## src/rtl/mem_port_ctrl_if.sv

```systemverilog
// mem_port_ctrl_if: groups every signal of one memory-port front-end
// except clock and reset.
//   Client request  : i_req_valid, o_req_ready, i_req_write, i_req_addr[12:0], i_req_wdata[63:0]
//   Client response : o_resp_valid, i_resp_ready, o_resp_data[63:0]
//   Memory port     : o_mem_op[1:0] (0 none, 1 read, 2 write), o_mem_addr[12:0],
//                     o_mem_data[63:0], i_mem_data[63:0]
//   Status          : o_busy, o_rd_count[31:0], o_wr_count[31:0]
// The slave modport is the controller; the master modport is the client/memory side.
interface mem_port_ctrl_if;
  logic        i_req_valid;
  logic        o_req_ready;
  logic        i_req_write;
  logic [12:0] i_req_addr;
  logic [63:0] i_req_wdata;
  logic        o_resp_valid;
  logic        i_resp_ready;
  logic [63:0] o_resp_data;
  logic [1:0]  o_mem_op;
  logic [12:0] o_mem_addr;
  logic [63:0] o_mem_data;
  logic [63:0] i_mem_data;
  logic        o_busy;
  logic [31:0] o_rd_count;
  logic [31:0] o_wr_count;

  modport slave (
    input  i_req_valid, i_req_write, i_req_addr, i_req_wdata, i_resp_ready, i_mem_data,
    output o_req_ready, o_resp_valid, o_resp_data, o_mem_op, o_mem_addr, o_mem_data,
           o_busy, o_rd_count, o_wr_count
  );

  modport master (
    output i_req_valid, i_req_write, i_req_addr, i_req_wdata, i_resp_ready, i_mem_data,
    input  o_req_ready, o_resp_valid, o_resp_data, o_mem_op, o_mem_addr, o_mem_data,
           o_busy, o_rd_count, o_wr_count
  );
endinterface

```

## src/rtl/mem_port_ctrl.sv

```systemverilog
// mem_port_ctrl: request front-end for one port of the 64-bit x 8192 memory.
// Buffers client requests in a REQ_DEPTH FIFO, issues at most one op per cycle
// onto the memory port (registered op/addr/data), and captures read data that
// returns one cycle after the op into a RESP_DEPTH response FIFO.
// Ports: i_clk, i_rst (async, active-high), bus (mem_port_ctrl_if.slave,
// carrying the request, response, memory-port and status signals).
// Optional build macro MEM_PORT_CTRL_STATS_EN: when defined, o_rd_count and
// o_wr_count count issued reads/writes; otherwise both are tied to 0.
module mem_port_ctrl #(
  parameter int REQ_DEPTH  = 4,
  parameter int RESP_DEPTH = 4
) (
  input logic            i_clk,
  input logic            i_rst,
  mem_port_ctrl_if.slave bus
);
  localparam int REQ_AW  = $clog2(REQ_DEPTH);
  localparam int RESP_AW = $clog2(RESP_DEPTH);
  localparam int CRED_W  = RESP_AW + 2;
  localparam logic [1:0] OP_NONE  = 2'd0;
  localparam logic [1:0] OP_READ  = 2'd1;
  localparam logic [1:0] OP_WRITE = 2'd2;

  logic            req_wr_mem   [REQ_DEPTH];
  logic [12:0]     req_addr_mem [REQ_DEPTH];
  logic [63:0]     req_data_mem [REQ_DEPTH];
  logic [REQ_AW:0] req_wptr_r, req_rptr_r;

  logic [63:0]      resp_mem [RESP_DEPTH];
  logic [RESP_AW:0] resp_wptr_r, resp_rptr_r;

  logic [1:0]  op_r;
  logic [12:0] addr_r;
  logic [63:0] data_r;
  logic        inflight_r;

  logic              req_empty_s, req_full_s, req_push_s, fifo_write_s, fifo_pop_s;
  logic              cand_valid_s, cand_write_s, read_ok_s, issue_s;
  logic [12:0]       cand_addr_s;
  logic [63:0]       cand_data_s;
  logic              resp_empty_s, resp_pop_s;
  logic [RESP_AW:0]  resp_count_s;
  logic [CRED_W-1:0] credit_used_s;

  assign req_empty_s = (req_wptr_r == req_rptr_r);
  assign req_full_s  = (req_wptr_r[REQ_AW] != req_rptr_r[REQ_AW]) &&
                       (req_wptr_r[REQ_AW-1:0] == req_rptr_r[REQ_AW-1:0]);
  assign req_push_s  = bus.i_req_valid && !req_full_s;

  assign resp_empty_s = (resp_wptr_r == resp_rptr_r);
  assign resp_count_s = resp_wptr_r - resp_rptr_r;
  assign resp_pop_s   = !resp_empty_s && bus.i_resp_ready;

  // Select the issue candidate: the FIFO head, or the incoming request when the FIFO is empty
  always_comb begin
    cand_valid_s = 1'b0;
    cand_write_s = 1'b0;
    cand_addr_s  = 13'd0;
    cand_data_s  = 64'd0;
    if (!req_empty_s) begin
      cand_valid_s = 1'b1;
      cand_write_s = req_wr_mem[req_rptr_r[REQ_AW-1:0]];
      cand_addr_s  = req_addr_mem[req_rptr_r[REQ_AW-1:0]];
      cand_data_s  = req_data_mem[req_rptr_r[REQ_AW-1:0]];
    end else begin
      cand_valid_s = req_push_s;
      cand_write_s = bus.i_req_write;
      cand_addr_s  = bus.i_req_addr;
      cand_data_s  = bus.i_req_wdata;
    end
  end

  // Read credit: every read on the port, in flight, or buffered holds one response slot;
  // a response leaving this cycle frees its slot immediately.
  always_comb begin
    credit_used_s = CRED_W'(resp_count_s) - CRED_W'(resp_pop_s)
                  + CRED_W'(op_r == OP_READ) + CRED_W'(inflight_r);
    read_ok_s     = (credit_used_s < CRED_W'(RESP_DEPTH));
    issue_s       = 1'b0;
    if (!cand_valid_s) begin
      issue_s = 1'b0;
    end else if (cand_write_s) begin
      issue_s = 1'b1;
    end else begin
      issue_s = read_ok_s;
    end
  end

  // A request that bypasses an empty FIFO is never stored
  assign fifo_write_s = req_push_s && !(req_empty_s && issue_s);
  assign fifo_pop_s   = issue_s && !req_empty_s;

  // Request FIFO storage (contents need no reset; pointers define validity)
  always_ff @(posedge i_clk) begin
    if (fifo_write_s) begin
      req_wr_mem[req_wptr_r[REQ_AW-1:0]]   <= bus.i_req_write;
      req_addr_mem[req_wptr_r[REQ_AW-1:0]] <= bus.i_req_addr;
      req_data_mem[req_wptr_r[REQ_AW-1:0]] <= bus.i_req_wdata;
    end
  end

  // Response FIFO storage: capture returning read data the cycle after the read was on the port
  always_ff @(posedge i_clk) begin
    if (inflight_r) begin
      resp_mem[resp_wptr_r[RESP_AW-1:0]] <= bus.i_mem_data;
    end
  end

  // Pointers, registered memory-port outputs and the in-flight flag
  always_ff @(posedge i_clk or posedge i_rst) begin
    if (i_rst) begin
      req_wptr_r  <= '0;
      req_rptr_r  <= '0;
      resp_wptr_r <= '0;
      resp_rptr_r <= '0;
      op_r        <= OP_NONE;
      addr_r      <= 13'd0;
      data_r      <= 64'd0;
      inflight_r  <= 1'b0;
    end else begin
      if (fifo_write_s) req_wptr_r  <= req_wptr_r + 1'b1;
      if (fifo_pop_s)   req_rptr_r  <= req_rptr_r + 1'b1;
      if (inflight_r)   resp_wptr_r <= resp_wptr_r + 1'b1;
      if (resp_pop_s)   resp_rptr_r <= resp_rptr_r + 1'b1;
      // Flag marks the cycle in which the memory returns data for last cycle's read
      inflight_r <= (op_r == OP_READ);
      if (issue_s) begin
        op_r   <= cand_write_s ? OP_WRITE : OP_READ;
        addr_r <= cand_addr_s;
        data_r <= cand_write_s ? cand_data_s : 64'd0;
      end else begin
        op_r   <= OP_NONE;
        addr_r <= 13'd0;
        data_r <= 64'd0;
      end
    end
  end

`ifdef MEM_PORT_CTRL_STATS_EN
  logic [31:0] rd_count_r, wr_count_r;

  // Issue statistics, wrapping at 2^32
  always_ff @(posedge i_clk or posedge i_rst) begin
    if (i_rst) begin
      rd_count_r <= 32'd0;
      wr_count_r <= 32'd0;
    end else if (issue_s) begin
      if (cand_write_s) wr_count_r <= wr_count_r + 32'd1;
      else              rd_count_r <= rd_count_r + 32'd1;
    end
  end

  assign bus.o_rd_count = rd_count_r;
  assign bus.o_wr_count = wr_count_r;
`else
  assign bus.o_rd_count = 32'd0;
  assign bus.o_wr_count = 32'd0;
`endif

  assign bus.o_req_ready  = !req_full_s;
  assign bus.o_resp_valid = !resp_empty_s;
  assign bus.o_resp_data  = resp_empty_s ? 64'd0 : resp_mem[resp_rptr_r[RESP_AW-1:0]];
  assign bus.o_mem_op     = op_r;
  assign bus.o_mem_addr   = addr_r;
  assign bus.o_mem_data   = data_r;
  assign bus.o_busy       = !req_empty_s || (op_r != OP_NONE) || inflight_r;
endmodule

```

## src/flat_wrapper.sv

```systemverilog
// flat-port wrapper written by rule: the top's interface ports become plain ports
module mem_port_ctrl_flat 
#(
  parameter int REQ_DEPTH  = 4,
  parameter int RESP_DEPTH = 4
)
  (i_clk, i_rst, bus_i_req_valid, bus_i_req_write, bus_i_req_addr, bus_i_req_wdata, bus_i_resp_ready, bus_i_mem_data, bus_o_req_ready, bus_o_resp_valid, bus_o_resp_data, bus_o_mem_op, bus_o_mem_addr, bus_o_mem_data, bus_o_busy, bus_o_rd_count, bus_o_wr_count);
  mem_port_ctrl_if bus_i ();
  input logic i_clk;
  input logic i_rst;
  input wire logic [$bits(bus_i.i_req_valid)-1:0] bus_i_req_valid;
  input wire logic [$bits(bus_i.i_req_write)-1:0] bus_i_req_write;
  input wire logic [$bits(bus_i.i_req_addr)-1:0] bus_i_req_addr;
  input wire logic [$bits(bus_i.i_req_wdata)-1:0] bus_i_req_wdata;
  input wire logic [$bits(bus_i.i_resp_ready)-1:0] bus_i_resp_ready;
  input wire logic [$bits(bus_i.i_mem_data)-1:0] bus_i_mem_data;
  output wire logic [$bits(bus_i.o_req_ready)-1:0] bus_o_req_ready;
  output wire logic [$bits(bus_i.o_resp_valid)-1:0] bus_o_resp_valid;
  output wire logic [$bits(bus_i.o_resp_data)-1:0] bus_o_resp_data;
  output wire logic [$bits(bus_i.o_mem_op)-1:0] bus_o_mem_op;
  output wire logic [$bits(bus_i.o_mem_addr)-1:0] bus_o_mem_addr;
  output wire logic [$bits(bus_i.o_mem_data)-1:0] bus_o_mem_data;
  output wire logic [$bits(bus_i.o_busy)-1:0] bus_o_busy;
  output wire logic [$bits(bus_i.o_rd_count)-1:0] bus_o_rd_count;
  output wire logic [$bits(bus_i.o_wr_count)-1:0] bus_o_wr_count;
  assign bus_i.i_req_valid = bus_i_req_valid;
  assign bus_i.i_req_write = bus_i_req_write;
  assign bus_i.i_req_addr = bus_i_req_addr;
  assign bus_i.i_req_wdata = bus_i_req_wdata;
  assign bus_i.i_resp_ready = bus_i_resp_ready;
  assign bus_i.i_mem_data = bus_i_mem_data;
  assign bus_o_req_ready = bus_i.o_req_ready;
  assign bus_o_resp_valid = bus_i.o_resp_valid;
  assign bus_o_resp_data = bus_i.o_resp_data;
  assign bus_o_mem_op = bus_i.o_mem_op;
  assign bus_o_mem_addr = bus_i.o_mem_addr;
  assign bus_o_mem_data = bus_i.o_mem_data;
  assign bus_o_busy = bus_i.o_busy;
  assign bus_o_rd_count = bus_i.o_rd_count;
  assign bus_o_wr_count = bus_i.o_wr_count;
  mem_port_ctrl #(.REQ_DEPTH(REQ_DEPTH), .RESP_DEPTH(RESP_DEPTH)) u_core (.i_clk(i_clk), .i_rst(i_rst), .bus(bus_i));
endmodule
```

## config.mk

```make
export PLATFORM = sky130hd
export DESIGN_NAME = mem_port_ctrl_flat
export DESIGN_NICKNAME = d
export VERILOG_FILES = /design/src/rtl/mem_port_ctrl_if.sv /design/src/rtl/mem_port_ctrl.sv /design/src/flat_wrapper.sv
export SDC_FILE = /design/constraint.sdc
export NUM_CORES = 1
export LEC_CHECK = 0
export BUFFER_PORTS_ARGS = -buffer_cell sky130_fd_sc_hd__buf_4
export CELL_PAD_IN_SITES_DETAIL_PLACEMENT = 2
export CELL_PAD_IN_SITES_GLOBAL_PLACEMENT = 2
export CORE_UTILIZATION = 39
export CTS_CLUSTER_SIZE = 24
export DETAILED_ROUTE_END_ITERATION = 10
export GPL_ROUTABILITY_DRIVEN = 0
export MAX_ROUTING_LAYER = met4
export PLACE_DENSITY_LB_ADDON = 0.1
export SYNTH_ARGS = -nofsm -noshare
export SYNTH_HDL_FRONTEND = slang
export SYNTH_SLANG_ARGS = --single-unit
```

## constraint.sdc

```tcl
create_clock -name i_clk -period 5.25 [get_ports i_clk]
set_clock_uncertainty 0.05 [all_clocks]
set_input_delay 0.525 -clock i_clk [delete_from_list [all_inputs] [get_ports i_clk]]
set_output_delay 0.525 -clock i_clk [all_outputs]
set_load 0.01 [all_outputs]
```

Word-level counts from Yosys, hierarchy flattened
Memory sizes are Yosys's and may differ from the RTL's.
Cells that the tools add are included.
{"block": "totals", "regBits": 92, "mem_bits_rw": 568, "in_bits": 146, "output_inout_bits": 210, "word_cells": 55, "mem_count": 4}
{"name": "u_core.req_data_mem", "words": 4, "word_bits": 64, "rd": 1, "rd_ports_with_merged_regs": 0, "write_ports": 1, "line": "mem_port_ctrl.sv:26", "text": "logic [63:0] req_data_mem [REQ_DEPTH];"}
{"name": "u_core.resp_mem", "words": 4, "word_bits": 64, "rd": 1, "rd_ports_with_merged_regs": 0, "write_ports": 1, "line": "mem_port_ctrl.sv:29", "text": "logic [63:0] resp_mem [RESP_DEPTH];"}
{"name": "u_core.req_addr_mem", "words": 4, "word_bits": 13, "rd": 1, "rd_ports_with_merged_regs": 0, "write_ports": 1, "line": "mem_port_ctrl.sv:25", "text": "logic [12:0] req_addr_mem [REQ_DEPTH];"}
{"name": "u_core.req_wr_mem", "words": 4, "word_bits": 1, "rd": 1, "rd_ports_with_merged_regs": 0, "write_ports": 1, "line": "mem_port_ctrl.sv:24", "text": "logic req_wr_mem [REQ_DEPTH];"}
{"block": "classes", "addsub": 8, "n_lt_le_gt_ge": 1, "eq_ne": 5, "muxes": 16, "reduce_logical": 13}
{"cell": "64-bit 2-to-1 mux", "count": 4}
{"cell": "13-bit 2-to-1 mux", "count": 2}
{"cell": "3-bit by 1-bit adder with 3-bit output (second input constant)", "count": 4}
{"cell": "4-bit by 1-bit adder with 4-bit output", "count": 2}
{"cell": "1-bit 2-to-1 mux", "count": 8}
{"cell": "3-bit == test", "count": 2}
{"cell": "1-bit logical AND", "count": 6}
{"cell": "1-bit logical NOT", "count": 4}
{"cell": "4-bit by 3-bit < comparator with 1-bit output (second input constant)", "count": 1}
{"cell": "2-bit 2-to-1 mux", "count": 2}
{"cell": "3-bit by 1-bit subtractor with 4-bit output", "count": 1}
{"cell": "3-bit subtractor", "count": 1}
{"cell": "2-bit by 1-bit == test with 1-bit output (second input constant)", "count": 1}
{"cell": "2-bit == test", "count": 1}
{"cell": "1-bit logical OR", "count": 2}
{"cell": "2-bit nonzero test", "count": 1}
{"cell": "1-bit inequality test", "count": 1}

Depth between registers and ports, before layout
{"block": "depth", "depth_word": 14, "mapped_depth": 16}

Worst setup path after synthesis
OpenSTA, ideal clock, no wires.
{"block": "synth_timing", "path_kind": "reg-to-reg", "start": "register u_core.resp_rptr_r[1]", "end": "memory u_core.req_addr_mem[2][0], enable pin", "t_arrival_ns": 4.904, "required_time_ns": 4.755, "slack_ns": -0.149, "path_stages_with_launch": 16, "path_buffers": 3, "cell_sequence": "dfrtp_1 > clkbuf_1 > clkbuf_1 > inv_1 > ha_1 > nand3_1 > and2_1 > clkbuf_1 > ha_1 > inv_1 > ha_1 > a21oi_1 > a211o_1 > o311a_4 > o211a_4 > and2_1"}
{"block": "synth_via", "elab_chain_cells": 14, "word_cells_on_any_way": 15, "classes_between": "add/sub: 4; order compare: 1; eq/ne: 1; mux: 4; reduce/logical: 5"}
{"item": "start: declaration", "line": "mem_port_ctrl.sv:30", "text": "logic [RESP_AW:0] resp_wptr_r, resp_rptr_r;"}
{"item": "start signal: assignment", "line": "mem_port_ctrl.sv:124", "text": "if (resp_pop_s) resp_rptr_r <= resp_rptr_r + 1'b1;"}
{"item": "3-bit == test", "line": "mem_port_ctrl.sv:50", "text": "assign resp_empty_s = (resp_wptr_r == resp_rptr_r);"}
{"item": "1-bit logical NOT", "line": "mem_port_ctrl.sv:52", "text": "assign resp_pop_s = !resp_empty_s && bus.i_resp_ready;"}
{"item": "1-bit logical AND", "line": "mem_port_ctrl.sv:52"}
{"item": "via u_core.resp_pop_s", "line": "mem_port_ctrl.sv:41", "text": "logic resp_empty_s, resp_pop_s;"}
{"item": "3-bit by 1-bit subtractor with 4-bit output", "line": "mem_port_ctrl.sv:76", "text": "credit_used_s = CRED_W'(resp_count_s) - CRED_W'(resp_pop_s)"}
{"item": "4-bit by 1-bit adder with 4-bit output (2 in a row)", "line": "mem_port_ctrl.sv:77", "text": "+ CRED_W'(op_r == OP_READ) + CRED_W'(inflight_r);"}
{"item": "4-bit by 3-bit < comparator with 1-bit output", "line": "mem_port_ctrl.sv:78", "text": "read_ok_s = (credit_used_s < CRED_W'(RESP_DEPTH));"}
{"item": "1-bit 2-to-1 mux", "line": "mem_port_ctrl.sv:82", "text": "end else if (cand_write_s) begin"}
{"item": "1-bit 2-to-1 mux", "line": "mem_port_ctrl.sv:80", "text": "if (!cand_valid_s) begin"}
{"item": "1-bit logical AND", "line": "mem_port_ctrl.sv:90", "text": "assign fifo_write_s = req_push_s && !(req_empty_s && issue_s);"}
{"item": "1-bit logical NOT", "line": "mem_port_ctrl.sv:90"}
{"item": "1-bit logical AND", "line": "mem_port_ctrl.sv:90"}
{"item": "1-bit 2-to-1 mux", "line": "mem_port_ctrl.sv:95", "text": "if (fifo_write_s) begin"}
{"item": "1-bit 2-to-1 mux (not written as such)", "line": "mem_port_ctrl.sv:97", "text": "req_addr_mem[req_wptr_r[REQ_AW-1:0]] <= bus.i_req_addr;"}
{"item": "end: declaration", "line": "mem_port_ctrl.sv:25"}
The timed path passes the listed nets, and every way through them passes these cells.

Worst setup path after layout
{"block": "layout_timing", "start": "register u_core.resp_wptr_r[0]", "end": "memory u_core.req_data_mem[3][1], enable pin"}
{"block": "layout_via", "elab_chain_cells": 14, "word_cells_on_any_way": 15, "classes_between": "add/sub: 4; order compare: 1; eq/ne: 1; mux: 4; reduce/logical: 5"}
{"item": "start: declaration", "line": "mem_port_ctrl.sv:30"}
{"item": "start signal: assignment", "line": "mem_port_ctrl.sv:123", "text": "if (inflight_r) resp_wptr_r <= resp_wptr_r + 1'b1;"}
{"item": "parallel branches: the longest is 3 deep, another holds 3-bit subtractor"}
{"item": "3-bit by 1-bit subtractor with 4-bit output (*)", "line": "mem_port_ctrl.sv:76"}
{"item": "4-bit by 1-bit adder with 4-bit output (*) (2 in a row)", "line": "mem_port_ctrl.sv:77"}
{"item": "4-bit by 3-bit < comparator with 1-bit output (*)", "line": "mem_port_ctrl.sv:78"}
{"item": "1-bit 2-to-1 mux (*)", "line": "mem_port_ctrl.sv:82"}
{"item": "1-bit 2-to-1 mux (*)", "line": "mem_port_ctrl.sv:80"}
{"item": "1-bit logical AND (*)", "line": "mem_port_ctrl.sv:90"}
{"item": "1-bit logical NOT (*)", "line": "mem_port_ctrl.sv:90"}
{"item": "1-bit logical AND (*)", "line": "mem_port_ctrl.sv:90"}
{"item": "1-bit 2-to-1 mux (*)", "line": "mem_port_ctrl.sv:95"}
{"item": "1-bit 2-to-1 mux (not written as such) (*)", "line": "mem_port_ctrl.sv:98", "text": "req_data_mem[req_wptr_r[REQ_AW-1:0]] <= bus.i_req_wdata;"}
{"item": "end: declaration", "line": "mem_port_ctrl.sv:26"}
Every way passes the cells marked *.

==> impl_results.md <==
* Yosys top cell area share at 67.26%
* Antenna-violating nets left at 0
* Max_slew headroom at 29.18%
* First-pass GRT wire length at 92430 µm
* Hold buffers post-CTS at 0
* Initial core utilization at 39.41%
* Core Area at about 0.064 mm²
* Synth cell count leaders: 568 x edfxtp_1, 142 x mux4_2, 133 x nand2_1
* Worst IR Drop VDD at 459.4 µV
* DP HPWL at between 30000 and 40000 µm
* Core Rows at 93
* Num CTS Buffers at 74
* EDFF count, synth at 568
* Endpoint type of the worst setup path: register
* #FFs+latches synth at 660
* Routed length per instance at 24.24 µm
* Setup TNS at 0 ps
* Count leader, synth: edfxtp_1
* Post-route DRC at 0
* CP arrival at 4380 ps
* Mapped Area at ~0.025 mm²
* Via count at 12694
* Clk sinks at 660
* Ys flop type: edfxtp_1
* Drt total wl at 61380 µm
* Post-route minimum period at 4178 ps
* Global Route Usage Sum at between 10% and 20%
* Layout area overhead at 21.48%
* Die Height at ~260 µm
* Sequential fraction of the synthesis area at 76.33%
* Fin crit share at 79.59%
* Yosys top cell by area: edfxtp_1
* Data required, critical path at 5450 ps
* Layout cells sized above 1 at between 30% and 40%
* Final setup vio count at 0
* PortBufs at 291
* Grt ovf at 0
* Vias per inst at between 5 and 6
* Hold Vio Cnt, Final at 0
* Drt first pass iters at 4
* CP Max Fanout at 38
* Number of H-tree levels at 3
* CTS tree: built
* Leading post-synthesis cells by cell area: edfxtp_1 67%, mux4_2 13%, dfrtp_1 9.1%
* Largest net degree at the start of global routing at 79
* Fillcell total at 5838
* IO Count at approximately 360
* Later-pin clock latency in the skew report at 600 ps
* LEAKAGE at 0.01112 µW
* Hold_ws at about 64 ps
* Final nets at 1775
* PnR Total Power at 19210 µW
* Ys async rst share at 13.94%
* Status: finished, final reports clean
* Worst reg2reg path depth at 13
* Post-CTS sizing at 0
* Die X at 257.0 µm
* Max Clk Rate at 239.3 MHz
* Antenna violations before repair at 7
* Full die area at 0.06605 mm²
* Clk buf depth at 3
* Critical R2R Capture: u_core.req_data_mem[3][1]
* Syn_area_per_cell at 19.72 µm²
* DR iter-0 viols at 773
* R2r startpoint: u_core.resp_wptr_r[0]
* Synth unique cells at 37
* Cell count after synthesis at 1286
* Worst Tran Pin Value at 1062 ps
* Postcts setup bufs at 0
* Root buffer cell: clkbuf_16
* Crit Path Category: reg2reg
* Setup slack, reg-to-reg at 1070 ps
* RSZ-0062 raised after global routing: no
* Worst Setup Start Kind: register
* Ys Warns at 0
* Power Dens Cells at 623.4 mW/mm²
* Max-cap violation count at 0
* Clock Pin Slew Worst Setup and Hold Paths at 60 ps
* Hold Path Class: in2async
* Max-slew violations at 0
* Vias in the first global route at roughly 14000
[layer usage]
layer	up-vias	global-route usage [%]	share of wire, %
li1	5545	-	-
met4	0	5.506	1.8
met1	6793	24.57	43
met2	288	31.85	51
met3	68	3.605	4.2
met5	-	-	0
[how the worst max path moves through the flow]
stage                     cells past startpoint                          to             startpoint
after floorplan                              15   u_core.req_addr_mem[3][0]  u_core.resp_rptr_r[1]
after global placement                       13   u_core.req_addr_mem[3][8]  u_core.resp_wptr_r[0]
after detailed placement                     13   u_core.req_addr_mem[3][8]  u_core.resp_wptr_r[0]
after CTS                                    13  u_core.req_data_mem[3][34]  u_core.resp_wptr_r[0]
after global routing                         13   u_core.req_data_mem[3][1]  u_core.resp_wptr_r[0]
final                                        13   u_core.req_data_mem[3][1]  u_core.resp_wptr_r[0]
[power by group]
group | switching, µW | internal [µW] | leakage, µW
registers | 387 | 6840 | 0.00634
clock network | 2030 | 3090 | 0.00116
logic | 3800 | 3060 | 0.00362
total | 6220 | 13000 | 0.0111
[worst max-delay path: stages, from the launching register on]
cell and delay (ps):
dfrtp_1 420, inv_1 130, ha_1 160, inv_1 50, fa_1 370, xnor3_1 460
inv_1 60, ha_1 350, inv_1 90, a211o_1 190, o311a_4 270, o2111ai_1 210
inv_4 510, buf_4 480
[sequential cells by signal, summed over array words and instances, names as in the netlist]
name,count
u_core.bus.o_mem_addr,13
u_core.resp_mem,256
u_core.req_addr_mem,52
u_core.req_rptr_r,3
u_core.resp_wptr_r,3
u_core.req_data_mem,256
u_core.inflight_r,1
u_core.bus.o_mem_data,64
u_core.req_wr_mem,4
u_core.bus.o_mem_op,2
u_core.req_wptr_r,3
u_core.resp_rptr_r,3
[cell usage in the layout, fill, tap and decap left out, types with 9 or more instances in the layout]
cell,n
inv_1,14
ha_1,16
and2_1,65
clkinv_1,9
conb_1,64
dfrtp_1,88
buf_4,312
a32o_1,13
nand2_1,133
clkbuf_16,79
a21oi_1,65
edfxtp_1,568
mux4_2,142
clkbuf_1,24
xnor2_1,9
[metrics by stage]
step	cells	instance area [µm²]	setup slack (ps)	utilization [%]
floorplan	1349	25600	186.7	-
global placement	2391	28390	1104	44.12
detailed placement	2391	28390	1043	44.12
CTS	2525	30790	972.9	47.85
global route	2532	30810	783.8	47.88
finish	2532	30810	1072	47.88
[kinds of logic after synthesis]
group                      count (synthesis)  synth area share, %
DFF                                      660                76.33
and+or+nand+nor                          217                4.095
adders and majority gates                 17               0.8683
other                                      1              0.01479
buffers and inverters                    145                3.236
AOI/OAI and AO/OA                         88                2.200
xor gates and xnor gates                  14               0.5378
muxes                                    144                12.71
[layout make-up]
cell class	count	area, µm²	area share (%)
Antenna cell	7	17.52	0.05686
Clock buffer	106	2108	6.843
Clock inverter	28	294.0	0.9544
Inverter	16	65.06	0.2112
Multi-Input combinational cell	544	5459	17.72
Sequential cell	660	19370	62.88
Tap cell	855	1070	3.473
Timing Repair Buffer	316	2422	7.863
No activity file was read; power rests on OpenSTA's default activity.
